$ cat src/rtl/axi_addr_window_guard.sv
// axi_addr_window_guard
// Guards the DDR address mapper's slave port. Bursts whose start address lies
// inside the 2^WIN_BITS byte window tagged WIN_TAG are passed through with no
// added latency; all others are absorbed here and answered with DECERR.
// Forwarded-but-unanswered bursts are bounded per direction by MAX_OUTSTANDING.
// Optional error log: define ADDR_GUARD_ERR_LOG_EN to add the err_* ports.
module axi_addr_window_guard #(
    parameter int unsigned ADDR_WIDTH      = 32,
    parameter int unsigned WIN_BITS        = 28,
    parameter int unsigned WIN_TAG         = 0,
    parameter int unsigned MAX_OUTSTANDING = 8
) (
    input  logic                  clock,
    input  logic                  reset,
`ifdef ADDR_GUARD_ERR_LOG_EN
    input  logic                  err_clear,
    output logic                  err_valid,
    output logic                  err_is_write,
    output logic [ADDR_WIDTH-1:0] err_addr,
`endif
    // Slave side (from core)
    input  logic [3:0]            s_axi_awid,
    input  logic [ADDR_WIDTH-1:0] s_axi_awaddr,
    input  logic [7:0]            s_axi_awlen,
    input  logic [2:0]            s_axi_awsize,
    input  logic [1:0]            s_axi_awburst,
    input  logic                  s_axi_awlock,
    input  logic [3:0]            s_axi_awcache,
    input  logic [2:0]            s_axi_awprot,
    input  logic [3:0]            s_axi_awqos,
    input  logic                  s_axi_awvalid,
    output logic                  s_axi_awready,
    input  logic [63:0]           s_axi_wdata,
    input  logic [7:0]            s_axi_wstrb,
    input  logic                  s_axi_wlast,
    input  logic                  s_axi_wvalid,
    output logic                  s_axi_wready,
    output logic [3:0]            s_axi_bid,
    output logic [1:0]            s_axi_bresp,
    output logic                  s_axi_bvalid,
    input  logic                  s_axi_bready,
    input  logic [3:0]            s_axi_arid,
    input  logic [ADDR_WIDTH-1:0] s_axi_araddr,
    input  logic [7:0]            s_axi_arlen,
    input  logic [2:0]            s_axi_arsize,
    input  logic [1:0]            s_axi_arburst,
    input  logic                  s_axi_arlock,
    input  logic [3:0]            s_axi_arcache,
    input  logic [2:0]            s_axi_arprot,
    input  logic [3:0]            s_axi_arqos,
    input  logic                  s_axi_arvalid,
    output logic                  s_axi_arready,
    output logic [3:0]            s_axi_rid,
    output logic [63:0]           s_axi_rdata,
    output logic [1:0]            s_axi_rresp,
    output logic                  s_axi_rlast,
    output logic                  s_axi_rvalid,
    input  logic                  s_axi_rready,
    // Master side (toward the mapper)
    output logic [3:0]            m_axi_awid,
    output logic [ADDR_WIDTH-1:0] m_axi_awaddr,
    output logic [7:0]            m_axi_awlen,
    output logic [2:0]            m_axi_awsize,
    output logic [1:0]            m_axi_awburst,
    output logic                  m_axi_awlock,
    output logic [3:0]            m_axi_awcache,
    output logic [2:0]            m_axi_awprot,
    output logic [3:0]            m_axi_awqos,
    output logic                  m_axi_awvalid,
    input  logic                  m_axi_awready,
    output logic [63:0]           m_axi_wdata,
    output logic [7:0]            m_axi_wstrb,
    output logic                  m_axi_wlast,
    output logic                  m_axi_wvalid,
    input  logic                  m_axi_wready,
    input  logic [3:0]            m_axi_bid,
    input  logic [1:0]            m_axi_bresp,
    input  logic                  m_axi_bvalid,
    output logic                  m_axi_bready,
    output logic [3:0]            m_axi_arid,
    output logic [ADDR_WIDTH-1:0] m_axi_araddr,
    output logic [7:0]            m_axi_arlen,
    output logic [2:0]            m_axi_arsize,
    output logic [1:0]            m_axi_arburst,
    output logic                  m_axi_arlock,
    output logic [3:0]            m_axi_arcache,
    output logic [2:0]            m_axi_arprot,
    output logic [3:0]            m_axi_arqos,
    output logic                  m_axi_arvalid,
    input  logic                  m_axi_arready,
    input  logic [3:0]            m_axi_rid,
    input  logic [63:0]           m_axi_rdata,
    input  logic [1:0]            m_axi_rresp,
    input  logic                  m_axi_rlast,
    input  logic                  m_axi_rvalid,
    output logic                  m_axi_rready
);

    localparam int unsigned       TAG_W     = ADDR_WIDTH - WIN_BITS;
    localparam logic [TAG_W-1:0]  WIN_TAG_V = TAG_W'(WIN_TAG);
    localparam logic [7:0]        MAX_CNT   = 8'(MAX_OUTSTANDING);
    localparam logic [1:0]        RESP_DEC  = 2'b11;

    typedef enum logic [1:0] {
        W_IDLE,
        W_PASS,
        W_ERR_DATA,
        W_ERR_RESP
    } w_state_t;

    typedef enum logic [1:0] {
        R_IDLE,
        R_ERR_WAIT,
        R_ERR_DATA
    } r_state_t;

    w_state_t   w_state, w_next;
    r_state_t   r_state, r_next;

    logic [7:0] wcnt;
    logic [7:0] rcnt;
    logic [7:0] rbeat;
    logic [3:0] err_bid;
    logic [3:0] err_rid;

    logic aw_legal, ar_legal;
    logic wcnt_open, rcnt_open;
    logic b_local, r_local;
    logic aw_fire, b_fire, ar_fire, r_done;
    logic aw_rej, ar_rej;

    assign aw_legal  = (s_axi_awaddr[ADDR_WIDTH-1:WIN_BITS] == WIN_TAG_V);
    assign ar_legal  = (s_axi_araddr[ADDR_WIDTH-1:WIN_BITS] == WIN_TAG_V);
    assign wcnt_open = (wcnt < MAX_CNT);
    assign rcnt_open = (rcnt < MAX_CNT);

    // Locally generated responses wait until every earlier forwarded burst
    // in the same direction has been answered, keeping response order intact.
    assign b_local = (w_state == W_ERR_RESP) && (wcnt == 8'd0);
    assign r_local = (r_state == R_ERR_DATA);

    // Request and data payloads are wired straight through; only the
    // valid/ready pairs are gated.
    assign m_axi_awid    = s_axi_awid;
    assign m_axi_awaddr  = s_axi_awaddr;
    assign m_axi_awlen   = s_axi_awlen;
    assign m_axi_awsize  = s_axi_awsize;
    assign m_axi_awburst = s_axi_awburst;
    assign m_axi_awlock  = s_axi_awlock;
    assign m_axi_awcache = s_axi_awcache;
    assign m_axi_awprot  = s_axi_awprot;
    assign m_axi_awqos   = s_axi_awqos;
    assign m_axi_wdata   = s_axi_wdata;
    assign m_axi_wstrb   = s_axi_wstrb;
    assign m_axi_wlast   = s_axi_wlast;
    assign m_axi_arid    = s_axi_arid;
    assign m_axi_araddr  = s_axi_araddr;
    assign m_axi_arlen   = s_axi_arlen;
    assign m_axi_arsize  = s_axi_arsize;
    assign m_axi_arburst = s_axi_arburst;
    assign m_axi_arlock  = s_axi_arlock;
    assign m_axi_arcache = s_axi_arcache;
    assign m_axi_arprot  = s_axi_arprot;
    assign m_axi_arqos   = s_axi_arqos;

    // Response payloads select between the mapper and the local DECERR source.
    assign s_axi_bid   = b_local ? err_bid  : m_axi_bid;
    assign s_axi_bresp = b_local ? RESP_DEC : m_axi_bresp;
    assign s_axi_rid   = r_local ? err_rid  : m_axi_rid;
    assign s_axi_rdata = r_local ? 64'd0    : m_axi_rdata;
    assign s_axi_rresp = r_local ? RESP_DEC : m_axi_rresp;
    assign s_axi_rlast = r_local ? (rbeat == 8'd0) : m_axi_rlast;

    assign aw_fire = m_axi_awvalid & m_axi_awready;
    assign b_fire  = m_axi_bvalid  & m_axi_bready;
    assign ar_fire = m_axi_arvalid & m_axi_arready;
    assign r_done  = m_axi_rvalid  & m_axi_rready & m_axi_rlast;
    assign aw_rej  = (w_state == W_IDLE) & s_axi_awvalid & s_axi_awready & ~aw_legal;
    assign ar_rej  = (r_state == R_IDLE) & s_axi_arvalid & s_axi_arready & ~ar_legal;

    // Write FSM state register.
    always_ff @(posedge clock) begin
        // NOTE: sequential state uses non-blocking assignments so every flop
        // samples pre-edge values regardless of statement order.
        if (reset) begin
            w_state <= W_IDLE;
        end else begin
            w_state <= w_next;
        end
    end

    // Write FSM next state plus AW/W/B handshake gating; all zero in reset.
    always_comb begin
        // NOTE: every output gets a default first so no path infers a latch.
        w_next        = w_state;
        m_axi_awvalid = 1'b0;
        s_axi_awready = 1'b0;
        m_axi_wvalid  = 1'b0;
        s_axi_wready  = 1'b0;
        s_axi_bvalid  = 1'b0;
        m_axi_bready  = 1'b0;
        if (!reset) begin
            case (w_state)
                W_IDLE: begin
                    if (aw_legal) begin
                        if (wcnt_open) begin
                            m_axi_awvalid = s_axi_awvalid;
                            s_axi_awready = m_axi_awready;
                            if (s_axi_awvalid && m_axi_awready) begin
                                w_next = W_PASS;
                            end
                        end
                    end else begin
                        s_axi_awready = 1'b1;
                        if (s_axi_awvalid) begin
                            w_next = W_ERR_DATA;
                        end
                    end
                end
                W_PASS: begin
                    m_axi_wvalid = s_axi_wvalid;
                    s_axi_wready = m_axi_wready;
                    if (s_axi_wvalid && m_axi_wready && s_axi_wlast) begin
                        w_next = W_IDLE;
                    end
                end
                W_ERR_DATA: begin
                    s_axi_wready = 1'b1;
                    if (s_axi_wvalid && s_axi_wlast) begin
                        w_next = W_ERR_RESP;
                    end
                end
                W_ERR_RESP: begin
                    if (b_local && s_axi_bready) begin
                        w_next = W_IDLE;
                    end
                end
                default: w_next = W_IDLE;
            endcase
            if (b_local) begin
                s_axi_bvalid = 1'b1;
            end else begin
                s_axi_bvalid = m_axi_bvalid;
                m_axi_bready = s_axi_bready;
            end
        end
    end

    // Outstanding-write counter and captured id of the rejected write.
    always_ff @(posedge clock) begin
        if (reset) begin
            wcnt    <= 8'd0;
            err_bid <= 4'd0;
        end else begin
            case ({aw_fire, b_fire})
                2'b10:   wcnt <= wcnt + 8'd1;
                2'b01:   wcnt <= wcnt - 8'd1;
                default: wcnt <= wcnt;
            endcase
            if (aw_rej) begin
                err_bid <= s_axi_awid;
            end
        end
    end

    // Read FSM state register.
    always_ff @(posedge clock) begin
        if (reset) begin
            r_state <= R_IDLE;
        end else begin
            r_state <= r_next;
        end
    end

    // Read FSM next state plus AR/R handshake gating; all zero in reset.
    always_comb begin
        r_next        = r_state;
        m_axi_arvalid = 1'b0;
        s_axi_arready = 1'b0;
        s_axi_rvalid  = 1'b0;
        m_axi_rready  = 1'b0;
        if (!reset) begin
            case (r_state)
                R_IDLE: begin
                    if (ar_legal) begin
                        if (rcnt_open) begin
                            m_axi_arvalid = s_axi_arvalid;
                            s_axi_arready = m_axi_arready;
                        end
                    end else begin
                        s_axi_arready = 1'b1;
                        if (s_axi_arvalid) begin
                            r_next = R_ERR_WAIT;
                        end
                    end
                end
                R_ERR_WAIT: begin
                    if (rcnt == 8'd0) begin
                        r_next = R_ERR_DATA;
                    end
                end
                R_ERR_DATA: begin
                    if (s_axi_rready && (rbeat == 8'd0)) begin
                        r_next = R_IDLE;
                    end
                end
                default: r_next = R_IDLE;
            endcase
            if (r_local) begin
                s_axi_rvalid = 1'b1;
            end else begin
                s_axi_rvalid = m_axi_rvalid;
                m_axi_rready = s_axi_rready;
            end
        end
    end

    // Outstanding-read counter, plus id and remaining-beat count of the
    // rejected read burst.
    always_ff @(posedge clock) begin
        if (reset) begin
            rcnt    <= 8'd0;
            rbeat   <= 8'd0;
            err_rid <= 4'd0;
        end else begin
            case ({ar_fire, r_done})
                2'b10:   rcnt <= rcnt + 8'd1;
                2'b01:   rcnt <= rcnt - 8'd1;
                default: rcnt <= rcnt;
            endcase
            if (ar_rej) begin
                rbeat   <= s_axi_arlen;
                err_rid <= s_axi_arid;
            end else if (r_local && s_axi_rready && (rbeat != 8'd0)) begin
                rbeat <= rbeat - 8'd1;
            end
        end
    end

`ifdef ADDR_GUARD_ERR_LOG_EN
    // Sticky log of the first rejected request; a rejection arriving together
    // with err_clear replaces the old entry. Writes win a same-cycle tie.
    always_ff @(posedge clock) begin
        if (reset) begin
            err_valid    <= 1'b0;
            err_is_write <= 1'b0;
            err_addr     <= '0;
        end else if ((aw_rej || ar_rej) && (!err_valid || err_clear)) begin
            err_valid    <= 1'b1;
            err_is_write <= aw_rej;
            err_addr     <= aw_rej ? s_axi_awaddr : s_axi_araddr;
        end else if (err_clear) begin
            err_valid <= 1'b0;
        end
    end
`endif

endmodule
$ cat config.mk
export PLATFORM = sky130hd
export DESIGN_NAME = axi_addr_window_guard
export DESIGN_NICKNAME = d
export VERILOG_FILES = /design/src/rtl/axi_addr_window_guard.sv
export SDC_FILE = /design/constraint.sdc
export NUM_CORES = 1
export LEC_CHECK = 0
export BUFFER_PORTS_ARGS = -buffer_cell sky130_fd_sc_hd__buf_2
export CORE_AREA = 2 2 219 221
export CTS_CLUSTER_DIAMETER = 50
export DETAILED_ROUTE_END_ITERATION = 7
export DIE_AREA = 0 0 221 223
export SLEW_MARGIN = 20
export SYNTH_ARGS = -nofsm -noshare
export SYNTH_HDL_FRONTEND = slang
export SYNTH_SLANG_ARGS = --single-unit
$ cat constraint.sdc
create_clock -name clock -period 9.4 [get_ports clock]
set_input_delay 2.82 -clock clock [delete_from_list [all_inputs] [get_ports clock]]
set_output_delay 2.82 -clock clock [all_outputs]
set_load 0.05 [all_outputs]
* Word level (Yosys, flattened, before mapping)
Index checks and enable logic that the tools add are counted.
Word-level totals: logic and storage cells 119, register bits 36
Operators by class: $add $sub $neg 5, $lt $le $gt $ge 2, equality and inequality tests 19, reductions and logical operators 22, muxes and demuxes 51, bitwise operators 13
Operator list (number):
- 2-to-1 mux 64 bit | 1
- case mux 8 bit (2 select lines) | 2
- 2-to-1 mux 1 bit | 28
- 2-to-1 mux 2 bit | 13
- zero test 8 bit | 3
- subtractor 8 x 1 -> 8 bit (second input constant) | 3
- adder 8 x 1 -> 8 bit (second input constant) | 2
- < comparator 8 x 4 -> 1 bit (second input constant) | 2
- 2-to-1 mux 8 bit | 2
- AND 1 bit | 11
- equality test 2 bit (second input constant) | 5
- != test 2 bit (second input constant) | 5
- logical AND 1 bit | 9
- equality test 2 x 1 -> 1 bit (second input constant) | 4
- zero test 4 bit | 2
- 2-to-1 mux 4 bit | 2
- case mux 2 bit (4 select lines) | 1
- nonzero test 8 bit | 1
- != test 3 bit (second input constant) | 2
- case mux 2 bit (3 select lines) | 1
- AND reduction 6 bit | 1
- nonzero test 2 bit | 3
- zero test 2 bit | 2
- != test 2 x 1 -> 1 bit (second input constant) | 2
- 4 further kinds | 5

* Longest topological paths before layout
Gate-level depths: netlist of run 1.
depth after elaboration 8, mapped depth 12, gate-level depth less buffers 12

* Least setup slack after synthesis of run 1
Ideal clock, no wire load.
kind in2out, start point input port reset, end point output port s_axi_wready, data required time 6580 ps, path buffers 2, cell stages on the path 3, arrival 4402 ps, path slack 2178 ps, cell sequence clkbuf_1 -> clkbuf_1 -> nor3b_1
Between the ends: cells in the longest elaborated chain, start to end 1
Ends and longest elaborated chain:
- start, declared | line 14 | input logic reset,
- 2-to-1 mux 1 bit | line 202 | if (!reset) begin
- end, declared | line 37 | output logic s_axi_wready,
Every way passes these cells.

* Worst setup path in the final report of run 1
start point input port s_axi_awaddr[29], end point output port m_axi_awvalid
Between the ends: cells in the longest elaborated chain, start to end 4
Ends and longest elaborated chain:
- start, declared | line 23 | input logic [ADDR_WIDTH-1:0] s_axi_awaddr,
- zero test 4 bit | line 132 | assign aw_legal = (s_axi_awaddr[ADDR_WIDTH-1:WIN_BITS] == WIN_TAG_V);
- 2-to-1 mux 1 bit | line 205 | if (aw_legal) begin
- 2-to-1 mux 1 bit | line 203 | case (w_state)
- 2-to-1 mux 1 bit | line 202
- end, declared | line 69 | output logic m_axi_awvalid,
Every way passes these cells.

==> results of run 1 <==
-- state kept, by name, indices dropped and copies added (netlist names) --
| name | flops |
|---|---|
| err_rid | 4 |
| err_bid | 4 |
| w_state | 2 |
| rcnt | 8 |
| rbeat | 8 |
| r_state | 2 |
| wcnt | 8 |
-- worst max path at each step --
| stage | from | end | slack [ps] | depth (start not counted) |
|---|---|---|---|---|
| finish | s_axi_awaddr[29] | m_axi_awvalid | 2400 | 5 |
| global route | s_axi_awaddr[29] | m_axi_awvalid | 2330 | 5 |
| CTS | s_axi_awaddr[29] | m_axi_awvalid | 2380 | 5 |
| detailed placement | s_axi_awaddr[29] | m_axi_awvalid | 2390 | 5 |
| global placement | s_axi_awaddr[29] | m_axi_awvalid | 2420 | 5 |
| floorplan | reset | s_axi_wready | 2180 | 3 |
-- per-stage QoR --
step,hold slack (ps),worst slack (ps),util,area [um2],instances
3_3_place_gp,447.0,2424,0.1051,4954,1214
5_1_grt,484.5,2327,0.1081,5097,1222
2_1_floorplan,433.5,2178,-,4561,584
4_1_cts,459.0,2379,0.1081,5097,1222
6_report,457.2,2402,0.1082,5100,1223
3_5_place_dp,448.7,2386,0.1051,4954,1214
-- routing by layer --
layer	GRT usage	up-vias
met5	0	-
met4	0.03074	6
met3	0.03911	74
met2	0.1570	303
met1	0.09550	1822
li1	-	1839
-- worst min-delay path, stage by stage, from the launching register on --
cell and delay [ps]:
dfxtp_1 310, nand2_1 50, o21ai_0 60
-- power by group through the flow --
| stage | clock, uW | sequential [uW] | combinational, uW |
|---|---|---|---|
| 2_1_floorplan | 0 | 182 | 443 |
| 3_3_place_gp | 0 | 187 | 360 |
| 3_5_place_dp | 0 | 188 | 362 |
| 4_1_cts | 191 | 184 | 364 |
| 5_1_grt | 195 | 187 | 379 |
| 6_report | 178 | 185 | 354 |
-- cell usage after synthesis, drive strengths merged, types with 4 or more instances --
| master | n |
|---|---|
| a211oi | 11 |
| a21oi | 19 |
| a31oi | 4 |
| and2 | 64 |
| and3 | 10 |
| buf | 196 |
| clkbuf | 18 |
| dfxtp | 36 |
| ha | 20 |
| inv | 16 |
| mux2 | 13 |
| nand2 | 23 |
| nand2b | 7 |
| nor2 | 27 |
| nor2b | 8 |
| nor3 | 9 |
| nor3b | 5 |
| nor4 | 11 |
| o211ai | 7 |
| o21a | 8 |
| o21ai | 7 |
| o22ai | 4 |
| or4 | 7 |
| xnor2 | 4 |
| xor2 | 4 |
-- layout make-up --
cell class,count,area (um2)
diodes,1,2.502
inverters,16,60.06
fillers,5514,42050
multi-input cells,318,2247
clock buffers,5,125.1
repair buffers,229,1156
clock inverters,3,18.77
flip-flops and latches,36,720.7
well taps,615,769.5
-- cells in the final DEF (no fill, tap or decap), types with 7 or more instances in the layout --
cell type  Yosys  layout
ha_1          20      20
and3_1        10      10
mux2_2        12      12
and2_1        64      64
nand2b_1       7       7
o21a_1         8       8
a211oi_1      11      11
o21ai_0        7       7
nor2_1        27      27
nor3_1         9       9
inv_1         15      15
a21oi_1       19      19
o211ai_1       7       7
nor4_1         7       7
nor2b_1        8       8
buf_2          0     225
nand2_1       23      22
dfxtp_1       36      36
-- cells by family after synthesis --
group,share of synthesized area
AND/OR/NAND/NOR,0.2499
AO/OA/AOI/OAI,0.1268
XOR/XNOR,0.01536
multiplexers,0.03649
buffers and inverters,0.3498
adder cells (fa/ha/maj),0.06365
flip-flops,0.1580
==> impl_metrics.env, run 1 <==
export IMPL_status="completed"
export IMPL_crit_type="input pin to output pin"
export IMPL_async_reset_ff_frac=0
export IMPL_antenna_found_initial=4
export IMPL_setup_viol_count_final=0
export IMPL_syn_area_mm2=0.004561
export IMPL_path_clk_slew_ps=60
export IMPL_antenna_left=0
export IMPL_hold_violations=0
export IMPL_cts_buffer_depth=2
export IMPL_fin_crit_sh=0.7445
export IMPL_ys_warn_count=0
export IMPL_initial_core_util=0.09674
export IMPL_synth_area_top_cells="buf_4 (32%), dfxtp_1 (16%), and2_1 (8.8%)"
export IMPL_wire_per_inst_um=18.80
export IMPL_cp_end_kind="output pin"
export IMPL_avgSynthCellArea_um2=7.809
export IMPL_clock_latency_ps=300
export IMPL_whs_path_depth=2
export IMPL_cts_max_level=2
export IMPL_arrival_ps=4180
export IMPL_slowest_stage="nor4_2"
export IMPL_path_delay_family="simple AND/OR/NAND/NOR gates"
export IMPL_route_met3_wl_um=2370
export IMPL_pin_count=566
export IMPL_r2r_cells=11
export IMPL_syn_inst=584
export IMPL_crit_buf_inv=2
export IMPL_cts_num_sinks=36
export IMPL_synth_edf_count=0
export IMPL_p_sw_frac=0.4857
export IMPL_max_slew_margin=0.4791
export IMPL_route_met2_wl_um=11380
export IMPL_synthToLayoutAreaGrowth_pct=11.82
export IMPL_internal_power_uw=368.8
export IMPL_top_layer="met5"
export IMPL_grt_pass1_wl_um=30580
export IMPL_die_x_um=221
export IMPL_yosysSeqAreaShare=0.1580
export IMPL_yosysTopAreaCell="buf_4"
export IMPL_viasPerCell=3.307
export IMPL_cts_root_buf="clkbuf_16"
export IMPL_finalPower_uw=717.1
export IMPL_ys_ff_latch=36
export IMPL_hpwl_um=19900
export IMPL_gr_total_overflow=0
export IMPL_maxCapViolCount=0
export IMPL_power_density_mw_per_mm2=140.6
export IMPL_hold_path_class="flip-flop to flip-flop"
export IMPL_wl_met1_um=8480
export IMPL_rsz0062_at_grt="no"
export IMPL_holdCritStartpoint="err_rid[2]"
export IMPL_wl_um=23000
export IMPL_cts_tree="yes"
export IMPL_power_switching_uw=348.3
export IMPL_cts_buffers=5
export IMPL_yosys_most_used_dff="dfxtp_1"
export IMPL_reg2reg_slack_ps=5600
export IMPL_power_frac_comb=0.494
export IMPL_nets=912
export IMPL_std_cell_rows=80
export IMPL_whs_endpoint="err_rid[2]"
export IMPL_rr_endpoint="rcnt[7]"
export IMPL_ctsHoldBuffers=0
export IMPL_worst_setup_path_start_kind="input pin"
export IMPL_coreArea_mm2=0.04715
export IMPL_p_leak_uw=0.002188
export IMPL_period_needed_ps=6998
export IMPL_drive_gt1_frac=0.4382
export IMPL_synthesis_nets=890
export IMPL_pwr_share_clk=0.249
export IMPL_num_vias=4044
export IMPL_io_buffers=225
export IMPL_r2r_start="r_state[0]"
export IMPL_fin_tns_setup_ps=0
export IMPL_cp_max_fo=6
export IMPL_p_seq_frac=0.257
export IMPL_vdd_drop_max_mv=0.08157
export IMPL_fin_skew_ps=9.844
export IMPL_grt_max_degree=75
export IMPL_postCtsSetupBuffers=0
export IMPL_critical_path_cell_chain="buf_2 -> nor4_2 -> and3_1 -> and3_1 -> buf_2"
export IMPL_fmax_ghz=0.1429
export IMPL_post_cts_resized=0
export IMPL_firstDrtPassIters=6
export IMPL_drt_iter0_drc=111
export IMPL_grt_pass1_vias=4067
export IMPL_grt_usage=0.08946
export IMPL_die_height_um=223
export IMPL_max_stage_delay_ps=540
export IMPL_place_gp_congestion=0.7437
export IMPL_drc=0
export IMPL_synth_top_area_share=0.3210
export IMPL_slew_violations=0
export IMPL_required_ps=6580
export IMPL_die_area_mm2=0.04928
export IMPL_synth_cell_types=58
export IMPL_tightestPinTransition_ps=774.9
Power figures use the tool's default switching activity.
==> run 2: changes to the inputs <==
--- a/config.mk
+++ b/config.mk
@@ -5,11 +5,12 @@
 export SDC_FILE = /design/constraint.sdc
 export NUM_CORES = 1
 export LEC_CHECK = 0
+export ABC_AREA = 1
 export BUFFER_PORTS_ARGS = -buffer_cell sky130_fd_sc_hd__buf_2
-export CORE_AREA = 2 2 219 221
+export CORE_AREA = 2 2 221 223
 export CTS_CLUSTER_DIAMETER = 50
 export DETAILED_ROUTE_END_ITERATION = 7
-export DIE_AREA = 0 0 221 223
+export DIE_AREA = 0 0 223 225
 export SLEW_MARGIN = 20
 export SYNTH_ARGS = -nofsm -noshare
 export SYNTH_HDL_FRONTEND = slang
==> constraint.sdc (replaced) <==
create_clock -name clock -period 6.1 [get_ports clock]
set_input_delay 1.83 -clock clock [delete_from_list [all_inputs] [get_ports clock]]
set_output_delay 1.83 -clock clock [all_outputs]
set_load 0.05 [all_outputs]
==> impl_metrics.env, run 2 <==
export IMPL_status="completed"
export IMPL_die_x_um=223
export IMPL_yosysSeqAreaShare=0.1511
export IMPL_synthToLayoutAreaGrowth_pct=10.94
export IMPL_pin_count=566
export IMPL_drc=0
export IMPL_layout_commonest_cell="buf_2"
export IMPL_fillCellCount=5662
export IMPL_cts_buffer_depth=2
export IMPL_crit_type="input pin to output pin"
export IMPL_hold_path_class="flip-flop to flip-flop"
export IMPL_maxCapViolCount=0
export IMPL_final_cell_mix="buf_2 (225), inv_1 (133), nor2_1 (104)"
export IMPL_clock_latency_ps=300
export IMPL_postCtsSetupBuffers=0
export IMPL_antenna_left=0
export IMPL_grt_pass1_vias=4317
export IMPL_vdd_drop_max_mv=0.08731
export IMPL_grt_usage=0.1039
export IMPL_gr_total_overflow=0
export IMPL_ys_warn_count=0
export IMPL_cts_root_buf="clkbuf_16"
export IMPL_firstDrtPassIters=4
export IMPL_top_regs="rbeat x8, rcnt x8, wcnt x8"
export IMPL_crit_buf_inv=2
export IMPL_power_density_mw_per_mm2=226.8
export IMPL_cp_max_fo=13
export IMPL_wire_per_inst_um=19.47
export IMPL_period_needed_ps=5093
export IMPL_io_buffers=225
export IMPL_initial_core_util=0.1003
export IMPL_grt_pass1_wl_um=35090
export IMPL_fin_skew_ps=10.18
export IMPL_wl_um=27410
export IMPL_synth_area_top_cells="buf_4 (31%), dfxtp_1 (15%), inv_1 (10%)"
export IMPL_synth_cell_types=35
export IMPL_tightestPinTransition_ps=915.0
export IMPL_path_delay_family="simple AND/OR/NAND/NOR gates"
export IMPL_synth_edf_count=0
export IMPL_post_cts_resized=0
export IMPL_async_reset_ff_frac=0
export IMPL_p_leak_uw=0.002898
export IMPL_place_gp_congestion=0.9032
export IMPL_viasPerCell=3.314
export IMPL_cpMostUsedCell="buf_2"
export IMPL_rsz0062_at_grt="no"
export IMPL_synthesis_nets=1074
export IMPL_cts_max_level=2
export IMPL_drt_iter0_drc=264
export IMPL_ys_ff_latch=36
export IMPL_syn_inst=768
export IMPL_syn_area_mm2=0.004770
export IMPL_hold_slack_ps=456.7
export IMPL_regArea_um2=720.7
export IMPL_synth_top_area_share=0.3101
export IMPL_nets=1096
export IMPL_setup_viol_count_final=0
export IMPL_required_ps=4270
export IMPL_cts_buffers=5
export IMPL_coreArea_mm2=0.04755
export IMPL_die_height_um=225
export IMPL_path_clk_slew_ps=60
export IMPL_multi_input_comb_area_mm2=0.001988
export IMPL_yosysTopAreaCell="buf_4"
export IMPL_ctsHoldBuffers=0
export IMPL_grt_max_degree=73
export IMPL_critical_path_cell_chain="buf_2 -> nor3_4 -> nor3b_1 -> buf_2"
export IMPL_max_slew_margin=0.3893
export IMPL_cts_tree="yes"
export IMPL_hpwl_um=24500
export IMPL_arrival_ps=3260
export IMPL_antenna_found_initial=4
export IMPL_die_area_mm2=0.05018
export IMPL_drive_gt1_frac=0.3236
export IMPL_max_stage_delay_ps=500
export IMPL_fin_tns_setup_ps=0
export IMPL_synth_most_common_cell="buf_4"
export IMPL_hold_violations=0
export IMPL_slew_violations=0
export IMPL_yosys_most_used_dff="dfxtp_1"
export IMPL_avgSynthCellArea_um2=6.210
export IMPL_std_cell_rows=80
export IMPL_worst_setup_path_start_kind="input pin"
export IMPL_yosys_top_cells_count="buf_4 (197), inv_1 (133), nor2_1 (104), nand2_1 (95), nand3_1 (42)"
export IMPL_slowest_stage="nor3_4"
export IMPL_num_vias=4666
export IMPL_fin_crit_sh=0.8350
export IMPL_fmax_ghz=0.1963
export IMPL_cp_end_kind="output pin"
export IMPL_cts_num_sinks=36
## run 2: cell count changes in the layout (fill, tap and decap cells not counted), moves of 9 or more
cell and change:
nor2_1 +77, o21ai_0 +16, inv_1 +118, and2_1 -64, and3_1 -9, a21oi_1 +10
nand4_1 +9, nand3_1 +39, mux2_2 -12, a211oi_1 -11, nand2_1 +73
## run 2: cells by family after synthesis
family / share of synthesized area
and+or+nand+nor: 0.2537
AOI/OAI and AO/OA: 0.08027
xor gates and xnor gates: 0.02204
buffers and inverters: 0.4321
adders and majority gates: 0.06086
DFF: 0.1511
## run 2: tightest hold or removal path, delay by kind of cell, from the launching register on
family	cells	cell delay, ps
DFF	1	300
buffers and inverters	1	60
AOI/OAI and AO/OA	1	50
## run 2: final timing paths
path | from | endpoint | slack (ps) | depth (start not counted)
setup reg to reg | r_state[0] | rcnt[5] | 2380 | 16
hold reg to reg | err_bid[3] | err_bid[3] | 460 | 2
hold / removal | err_bid[3] | err_bid[3] | 460 | 2
setup / recovery | reset | m_axi_arvalid | 1010 | 4
## run 2: cell type report
class                           count  area share
Antenna cell                        2   0.0009459
Clock buffer                        5     0.02365
Clock inverter                      3    0.003547
Inverter                          139     0.09884
Multi-Input combinational cell    381      0.3757
Sequential cell                    36      0.1362
Tap cell                          615      0.1454
Timing Repair Buffer              227      0.2157
## run 2: power breakdown
group | internal [uW] | leakage (uW) | total [uW] | switching, uW
clock | 151 | 0.0000736 | 274 | 122
combinational | 163 | 0.00253 | 649 | 486
sequential | 260 | 0.000294 | 277 | 17.2
## run 2: per-layer routing
metal,vias to the layer above,share of wire,global-route usage
li1,2181,-,-
met1,1995,0.30,0.08957
met2,400,0.44,0.1638
met3,90,0.17,0.07379
met4,0,0.093,0.08746
met5,-,0,0
## run 2: metrics by stage
step           total power [uW]    util  cell area (um2)  setup WS [ps]  instances
2_1_floorplan              1050       -             4770          790.7        768
3_3_place_gp              935.3  0.1081             5141           1058       1398
3_5_place_dp              936.9  0.1081             5141           1013       1398
4_1_cts                    1221  0.1112             5285           1015       1406
5_1_grt                    1275  0.1112             5289          898.3       1407
6_report                   1200  0.1113             5291           1007       1408
==> run 3: changes to the inputs <==
==> constraint.sdc (replaced) <==
create_clock -name clock -period 4.3 [get_ports clock]
set_input_delay 1.29 -clock clock [delete_from_list [all_inputs] [get_ports clock]]
set_output_delay 1.29 -clock clock [all_outputs]
set_load 0.05 [all_outputs]
==> impl_metrics.env, run 3 (synthesis gave the netlist of run 2 again) <==
export IMPL_initial_core_util=0.1003
export IMPL_maxCapViolCount=0
export IMPL_startpoint="s_axi_araddr[29]"
export IMPL_drt_iter0_drc=145
export IMPL_status="completed"
export IMPL_rsz0062_at_grt="no"
export IMPL_period_needed_ps=3585
export IMPL_pin_count=566
export IMPL_wl_um=27750
export IMPL_cts_num_sinks=36
export IMPL_internal_power_uw=816.1
export IMPL_fin_skew_ps=5.908
export IMPL_num_vias=4578
export IMPL_synthToLayoutAreaGrowth_pct=11.86
export IMPL_place_gp_congestion=0.8526
export IMPL_slowest_stage="nor3b_2"
export IMPL_final_cell_mix="buf_2 (224), inv_1 (133), nor2_1 (104)"
export IMPL_power_density_mw_per_mm2=315.0
export IMPL_wire_per_inst_um=19.67
export IMPL_setup_viol_count_final=0
export IMPL_die_height_um=225
export IMPL_grt_max_degree=27
export IMPL_use_met3=0.07236
export IMPL_firstDrtPassIters=4
export IMPL_max_slew_margin=0.6428
export IMPL_cp_max_fo=5
export IMPL_hpwl_um=24730
export IMPL_viasPerCell=3.245
export IMPL_arrival_ps=2300
export IMPL_cts_buffers=5
export IMPL_path_delay_family="simple AND/OR/NAND/NOR gates"
export IMPL_drc=0
export IMPL_fin_tns_setup_ps=0
export IMPL_r2r_start="r_state[0]"
export IMPL_drive_gt1_frac=0.3270
export IMPL_gr_usage_met2=0.1867
export IMPL_std_cell_rows=80
export IMPL_tightestPinTransition_ps=530.9
export IMPL_required_ps=3010
export IMPL_cts_root_buf="clkbuf_16"
export IMPL_antenna_left=0
export IMPL_die_area_mm2=0.05018
export IMPL_top_regs="rbeat x8, rcnt x8, wcnt x8"
export IMPL_vdd_drop_max_mv=0.1375
export IMPL_cts_buffer_depth=2
export IMPL_ctsHoldBuffers=0
export IMPL_p_leak_uw=0.002921
export IMPL_cts_max_level=2
export IMPL_fin_crit_sh=0.8338
export IMPL_hold_violations=0
export IMPL_cp_end_kind="output pin"
export IMPL_path_clk_slew_ps=50
export IMPL_hold_slack_ps=450.5
export IMPL_grt_usage=0.1059
export IMPL_io_buffers=225
export IMPL_critical_path_cell_chain="buf_2 -> nor2_1 -> nand2_1 -> nor3b_2 -> buf_12"
export IMPL_grt_pass1_vias=4362
export IMPL_grt_busiest_layer="met2"
export IMPL_power_frac_comb=0.548
export IMPL_cts_tree="yes"
export IMPL_layout_commonest_cell="buf_2"
export IMPL_max_stage_delay_ps=380
export IMPL_die_x_um=223
export IMPL_coreArea_mm2=0.04755
export IMPL_nets=1101
export IMPL_fmax_ghz=0.2789
export IMPL_p_sw_frac=0.5144
export IMPL_crit_buf_inv=2
export IMPL_worst_setup_path_start_kind="input pin"
export IMPL_clock_latency_ps=290
export IMPL_crit_type="input pin to output pin"
export IMPL_gr_total_overflow=0
export IMPL_pwr_share_clk=0.216
export IMPL_holdCritStartpoint="err_bid[3]"
export IMPL_antenna_found_initial=1
export IMPL_slew_violations=0
export IMPL_power_switching_uw=864.6
export IMPL_use_met1=0.08784
export IMPL_grt_pass1_wl_um=35850
export IMPL_p_seq_frac=0.235
export IMPL_hold_path_class="flip-flop to flip-flop"
export IMPL_postCtsSetupBuffers=0
export IMPL_post_cts_resized=0
## run 3: path summary, 6_finish.rpt
check	slack (ps)	cells past startpoint	endpoint
setup / recovery	710	5	m_axi_arvalid
hold / removal	450	2	err_bid[3]
setup reg to reg	1350	15	rcnt[6]
hold reg to reg	450	2	err_bid[3]
## run 3: routing by layer
layer	vias up	routed length (um)	share of wire
met3	81	4359	0.16
met1	1944	8236	0.30
li1	2186	-	-
met2	365	13590	0.49
met5	-	13	0.00047
met4	2	1555	0.056
## run 3: layout make-up
type,instances,area (um2)
fill,5638,42210
multi-input combinational,381,1993
timing repair buffer,232,1194
tap,615,769.5
sequential,36,720.7
inverter,139,521.8
clock buffer,6,128.9
clock inverter,1,5.005
antenna,1,2.502
## run 3: metrics by stage
step / setup slack, ps / cell area [um2] / std cells / utilization / power [uW]
floorplan: 142.4 / 4775 / 768 / - / 1490
global placement: 545.2 / 5199 / 1403 / 0.1093 / 1343
detailed placement: 511.1 / 5199 / 1403 / 0.1093 / 1341
CTS: 646.7 / 5333 / 1410 / 0.1122 / 1736
global route: 604.4 / 5333 / 1410 / 0.1122 / 1809
finish: 714.7 / 5335 / 1411 / 0.1122 / 1681
## run 3: worst min-delay path, delay by kind of cell (launching register included)
family	cells	cell delay, ps
buffers and inverters	1	60
DFF	1	290
AOI/OAI and AO/OA	1	50
## run 3: power groups by stage
stage / combinational [uW] / sequential, uW / clock, uW
after floorplan: 1100 / 395 / 0
after global placement: 940 / 402 / 0
after detailed placement: 939 / 402 / 0
after CTS: 943 / 395 / 397
after global routing: 998 / 400 / 411
final: 922 / 395 / 364
